==> src/rtl/eggtimer_pkg.sv <==
// Shared types, field widths and the binary-to-BCD helper for the egg-timer
// timekeeping datapath.
package eggtimer_pkg;

  typedef enum logic [1:0] {
    IDLE    = 2'd0,
    RUNNING = 2'd1,
    EXPIRED = 2'd2
  } state_t;

  localparam int SEC_MAX = 59;
  localparam int SEC_W   = 6;
  localparam int MIN_W   = 7;
  localparam int BCD_W   = 4;

  // Split a binary value in 0..99 into {tens, ones} BCD digits.
  function automatic logic [2*BCD_W-1:0] to_bcd(input logic [MIN_W-1:0] v);
    return {BCD_W'(v / MIN_W'(10)), BCD_W'(v % MIN_W'(10))};
  endfunction

endpackage

==> src/rtl/eggtimer_tick_gen.sv <==
// One-second prescaler: counts clk cycles while enabled and emits a
// single-cycle tick on the last count of each second.
module eggtimer_tick_gen #(
  parameter int TICK_DIV = 100000000
) (
  input  logic clk,
  input  logic rst,
  input  logic clr,
  input  logic en,
  output logic tick
);

  localparam int CW = (TICK_DIV > 1) ? $clog2(TICK_DIV) : 1;
  localparam logic [CW-1:0] LAST = CW'(TICK_DIV - 1);

  logic [CW-1:0] count;

  // Clear wins over counting; a disabled prescaler holds its sub-second phase.
  always_ff @(posedge clk or posedge rst) begin
    if (rst) begin
      count <= '0;
    end else if (clr) begin
      count <= '0;
    end else if (en) begin
      if (count == LAST) count <= '0;
      else               count <= count + CW'(1);
    end
  end

  // A clear in the same cycle suppresses the tick so load/start beat a due decrement.
  assign tick = en & ~clr & (count == LAST);

endmodule

==> src/rtl/eggtimer_counter.sv <==
// mm:ss countdown register with its run/pause/expire state machine, status
// flags back to the controller and BCD digits for the display.
module eggtimer_counter
  import eggtimer_pkg::*;
#(
  parameter int TICK_DIV = 100000000,
  parameter int MAX_MIN  = 99
) (
  input  logic       clk,
  input  logic       rst,
  input  logic       load,
  input  logic       start,
  input  logic       countdown,
  input  logic [6:0] min_in,
  input  logic [5:0] sec_in,
  output logic       zero,
  output logic       endd,
  output logic       done,
  output logic       expired,
  output logic [3:0] min_tens,
  output logic [3:0] min_ones,
  output logic [3:0] sec_tens,
  output logic [3:0] sec_ones
);

  localparam logic [MIN_W-1:0] MAX_MIN_L = MIN_W'(MAX_MIN);
  localparam logic [SEC_W-1:0] SEC_MAX_L = SEC_W'(SEC_MAX);

  state_t           state;
  logic [MIN_W-1:0] min_q;
  logic [SEC_W-1:0] sec_q;
  logic [MIN_W-1:0] min_load;
  logic [SEC_W-1:0] sec_load;
  logic             tick;
  logic             pre_en;
  logic             pre_clr;
  logic             last_tick;
  logic [7:0]       min_bcd;
  logic [7:0]       sec_bcd;

  assign pre_en  = countdown & (state == RUNNING);
  assign pre_clr = load | start;

  eggtimer_tick_gen #(
    .TICK_DIV (TICK_DIV)
  ) u_tick_gen (
    .clk  (clk),
    .rst  (rst),
    .clr  (pre_clr),
    .en   (pre_en),
    .tick (tick)
  );

  assign min_load  = (min_in > MAX_MIN_L) ? MAX_MIN_L : min_in;
  assign sec_load  = (sec_in > SEC_MAX_L) ? SEC_MAX_L : sec_in;

  assign zero      = (sec_q == '0);
  assign endd      = (min_q == '0);
  assign last_tick = tick & endd & (sec_q == SEC_W'(1));

  // Time register: preset on load, otherwise step down one second per tick.
  always_ff @(posedge clk or posedge rst) begin
    if (rst) begin
      min_q <= '0;
      sec_q <= '0;
    end else if (load) begin
      min_q <= min_load;
      sec_q <= sec_load;
    end else if (tick) begin
      if (sec_q != '0) begin
        sec_q <= sec_q - SEC_W'(1);
      end else if (min_q != '0) begin
        min_q <= min_q - MIN_W'(1);
        sec_q <= SEC_MAX_L;
      end
    end
  end

  // Run/pause/expire control with registered done pulse and expired level.
  always_ff @(posedge clk or posedge rst) begin
    if (rst) begin
      state   <= IDLE;
      done    <= 1'b0;
      expired <= 1'b0;
    end else begin
      done <= 1'b0;
      if (load) begin
        state   <= IDLE;
        expired <= 1'b0;
      end else begin
        case (state)
          IDLE: begin
            if (countdown && !(zero && endd)) state <= RUNNING;
          end
          RUNNING: begin
            if (last_tick) begin
              state   <= EXPIRED;
              done    <= 1'b1;
              expired <= 1'b1;
            end else if (!countdown) begin
              state <= IDLE;
            end
          end
          EXPIRED: begin
            state <= EXPIRED;
          end
          default: begin
            state   <= IDLE;
            expired <= 1'b0;
          end
        endcase
      end
    end
  end

  assign min_bcd  = to_bcd(min_q);
  assign sec_bcd  = to_bcd({1'b0, sec_q});
  assign min_tens = min_bcd[7:4];
  assign min_ones = min_bcd[3:0];
  assign sec_tens = sec_bcd[7:4];
  assign sec_ones = sec_bcd[3:0];

endmodule

==> config.mk <==
export PLATFORM = sky130hd
export DESIGN_NAME = eggtimer_counter
export DESIGN_NICKNAME = d
export VERILOG_FILES = /design/src/rtl/eggtimer_pkg.sv /design/src/rtl/eggtimer_tick_gen.sv /design/src/rtl/eggtimer_counter.sv
export SDC_FILE = /design/constraint.sdc
export NUM_CORES = 1
export LEC_CHECK = 0
export CORE_MARGIN = 2
export CORE_UTILIZATION = 50
export CTS_CLUSTER_SIZE = 16
export DETAILED_ROUTE_END_ITERATION = 8
export PLACE_DENSITY = 0.72
export SLEW_MARGIN = 10
export SYNTH_ARGS = -nofsm -noshare
export SYNTH_HDL_FRONTEND = slang
export SYNTH_SLANG_ARGS = --single-unit
==> constraint.sdc <==
create_clock -name clk -period 5.4 [get_ports clk]
set_input_delay 1.08 -clock clk [delete_from_list [all_inputs] [get_ports clk]]
set_output_delay 1.08 -clock clk [all_outputs]
set_load 0.01 [all_outputs]
==> results of run 1 <==
==> cell type report <==
cell class	instances	area, µm²	share of cell area [%]
Sequential cell	44	1100	28.7
Multi-Input combinational cell	337	2060	53.7
Inverter	21	78.8	2.06
Clock inverter	2	38.8	1.01
Clock buffer	6	82.6	2.15
Timing Repair Buffer	38	375	9.79
Tap cell	77	96.3	2.51
==> worst max-delay path: stages, from the launching register on <==
cell             delay (ps)
dfrtp_1                 620
inv_1                   210
ha_1                    410
a41o_1                  270
a221oi_1                410
ha_1                    340
o22ai_1                 110
a21oi_1                 180
o31a_1                  240
mux2i_1                 200
clkdlybuf4s50_1         550
==> final timing paths <==
kind                                                   from                               end
min in group asynchronous                               rst  u_tick_gen.count[21]$_DFFE_PP0P_
min reg2reg                u_tick_gen.count[14]$_DFFE_PP0P_  u_tick_gen.count[14]$_DFFE_PP0P_
max                                    sec_q[3]$_DFFE_PP0P_                       sec_ones[2]
max in group asynchronous                               rst              min_q[0]$_DFFE_PP0P_
min                        u_tick_gen.count[14]$_DFFE_PP0P_  u_tick_gen.count[14]$_DFFE_PP0P_
max reg2reg                 u_tick_gen.count[0]$_DFFE_PP0P_   u_tick_gen.count[7]$_DFFE_PP0P_
==> cells by family after synthesis <==
family / after synthesis / share of synthesized area, %
flip-flops: 44 / 32.8
AND/OR/NAND/NOR: 192 / 30.2
multiplexers: 5 / 1.49
adder cells (fa/ha/maj): 12 / 4.47
AO/OA/AOI/OAI: 110 / 20.4
buffers and inverters: 50 / 6.11
other: 1 / 0.112
XOR/XNOR: 17 / 4.44
==> per-stage QoR <==
stage               hold WS, ps  util (%)  setup slack, ps  cell area, µm²
floorplan                   463         -             1520            3360
global placement            483      57.8              915            3710
detailed placement          492      57.8              855            3710
CTS                         504      59.7              508            3830
global route                528      59.7              197            3830
finish                      505      59.7              483            3830
==> synthesized netlist by cell type, types with 7 or more instances <==
library cell,count,area share (%)
nand2_1,60,6.7
dfrtp_1,44,33
nor2_1,35,3.9
o21ai_0,33,4.9
a21oi_1,22,3.3
inv_1,21,2.3
clkbuf_1,20,2.2
nand3_1,17,2.5
ha_1,12,4.5
nor3_1,12,1.8
a31oi_1,11,2.1
xnor2_1,9,2.3
nand4_1,8,1.5
xor2_1,8,2.1
nor2b_1,7,1.3
==> state kept, by name, summed over array words and instances (netlist names) <==
register	cells
state	2
expired	1
u_tick_gen.count	27
min_q	7
sec_q	6
done	1
==> where the power goes <==
part	switching, mW	internal [mW]	total [mW]
logic	0.120	0.123	0.243
clock network	0.115	0.151	0.267
registers	0.0286	0.338	0.367
total	0.264	0.612	0.876
==> layer usage <==
layer	up-vias	wire [µm]	GRT usage [%]
li1	1574	-	-
met1	1466	3740	30.0
met2	75	3670	37.2
met3	6	315	3.66
met4	0	40	4.76
met5	-	0	0
==> layout by cell type (no fill, tap or decap), drive strengths merged, types with 3 or more instances in the layout <==
cell,count
nand4,8
clkbuf,6
o22a,3
ha,12
dfrtp,44
a21o,3
nand3b,4
nor2b,7
nand2,60
nand3,18
and3,6
a21oi,22
or2,5
xor2,8
o21ai,40
o22ai,5
inv,20
o31ai,7
nor3b,5
a31oi,11
xnor2,9
or3,5
mux2i,5
clkdlybuf4s50,36
nor3,13
o31a,4
nand2b,4
or4,6
nor4,7
nor2,35
==> reports/results.tsv, run 1 <==
stage	metric	value	unit
global_routing	total global routing track utilization	22.1	%
sta	FMAX	203	MHz
die	Rows	29	
sta	worst-margin pin slew	951	ps
sta	clk_skew	12.3	ps
clock_tree	clk_lat worst skew	300	ps
synth	Post-synth EDFFs	0	
critical_path	worst endpoint data arrival time	3840	ps
sta	unrepaired setup endpoints after global routing	false	
min_path	hold path depth	1	
global_routing	largest net degree at the start of global routing	45	
detailed_routing	DR WL/cell	14.8	µm
sta	Final Hold Fails	0	
global_routing	total congestion overflow	0	
synth	Cell Area, Synth	3360	µm²
detailed_routing	DR pass1 iterations	5	
min_path	Hold WC Path Type	flip-flop to flip-flop	
clock_tree	htree depth	2	
pwr	VDD IR-drop max	0.122	mV
synth	Syn Inst Count	431	
placement	post-placement cell count	517	
clock_tree	CTS tree	built	
sta	Final Setup Violations	0	
global_routing	antenna violations before repair	0	
critical_path	Critical Path End Type	output port	
sta	final worst-path cycle share	91.1	%
synth	YS warnings	0	
critical_path	R2R setup slack	2480	ps
pwr	total power	876	µW
global_routing	vias in the first global route	2906	
finish	ANT cells	0	
pwr	leakage	1.56	nW
finish	Layout fillers	584	
placement	DPL Wire Length	5550	µm
synth	post-synthesis sequential area ratio	32.8	%
sta	Tmin final	4920	ps
die	full die area	7390	µm²
flow_run	max cap viols	0	
status	outcome	completed	
finish	share of layout cells above drive strength 1	5.13	%
clock_tree	root buf cell	clkbuf_8	
clock_tree	Clock transition at path regs	80	ps
detailed_routing	final wirelength	7770	µm
clock_tree	Num Clock Sinks	44	
finish	Post-Layout Cell Count	525	
die	core area	6420	µm²
critical_path	worst reg2reg path depth	7	
finish	Layout area overhead	14.2	%
synth	synthesized flop and latch total	44	
die	io pins	38	
synth	ys async rst share	100	%
critical_path	crit-path max FO	16	
sta	max-slew violation count	0	
placement	Final GP Congestion	0.805	
synth	dominant synthesized flop cell	dfrtp_1	
die	Die X	85.9	µm
detailed_routing	starting DRC count in detailed routing	175	
die	Initial Utilization	52.3	%
die	Die Height	85.9	µm
placement	# port buffers	36	
synth	Unique masters post-synth	58	
detailed_routing	via-per-instance ratio	5.94	
global_routing	first-pass GRT wire length	13500	µm
detailed_routing	Detail Route Antenna Nets	0	
clock_tree	cts hold-fix bufs	0	
critical_path	Worst Path Required	4320	ps
detailed_routing	Vias	3121	
clock_tree	Post-CTS Setup Bufs	0	
clock_tree	clk buf depth	2	
sta	Fin Setup TNS	0	ps
clock_tree	total CTS buffers	5	
synth	Avg Cell Area, Syn	7.79	µm²
sta	Slew headroom	36.6	%
clock_tree	PostCTS Resize Cnt	0	
pwr	power density over the cells	229	nW/µm²
critical_path	Worst setup SP type	flip-flop	
finish	nets@finish	477	
detailed_routing	drt drc	0	
synth	Post-Syn Nets	461	
critical_path	critical path type	flip-flop to output port	
Power figures use the tool's default switching activity.
==> inputs of run 2 (changes only) <==
- CTS_CLUSTER_DIAMETER: default -> 30
==> results of run 2 <==
Same layout as run 1: the final DEF is identical, and so are final timing and power.
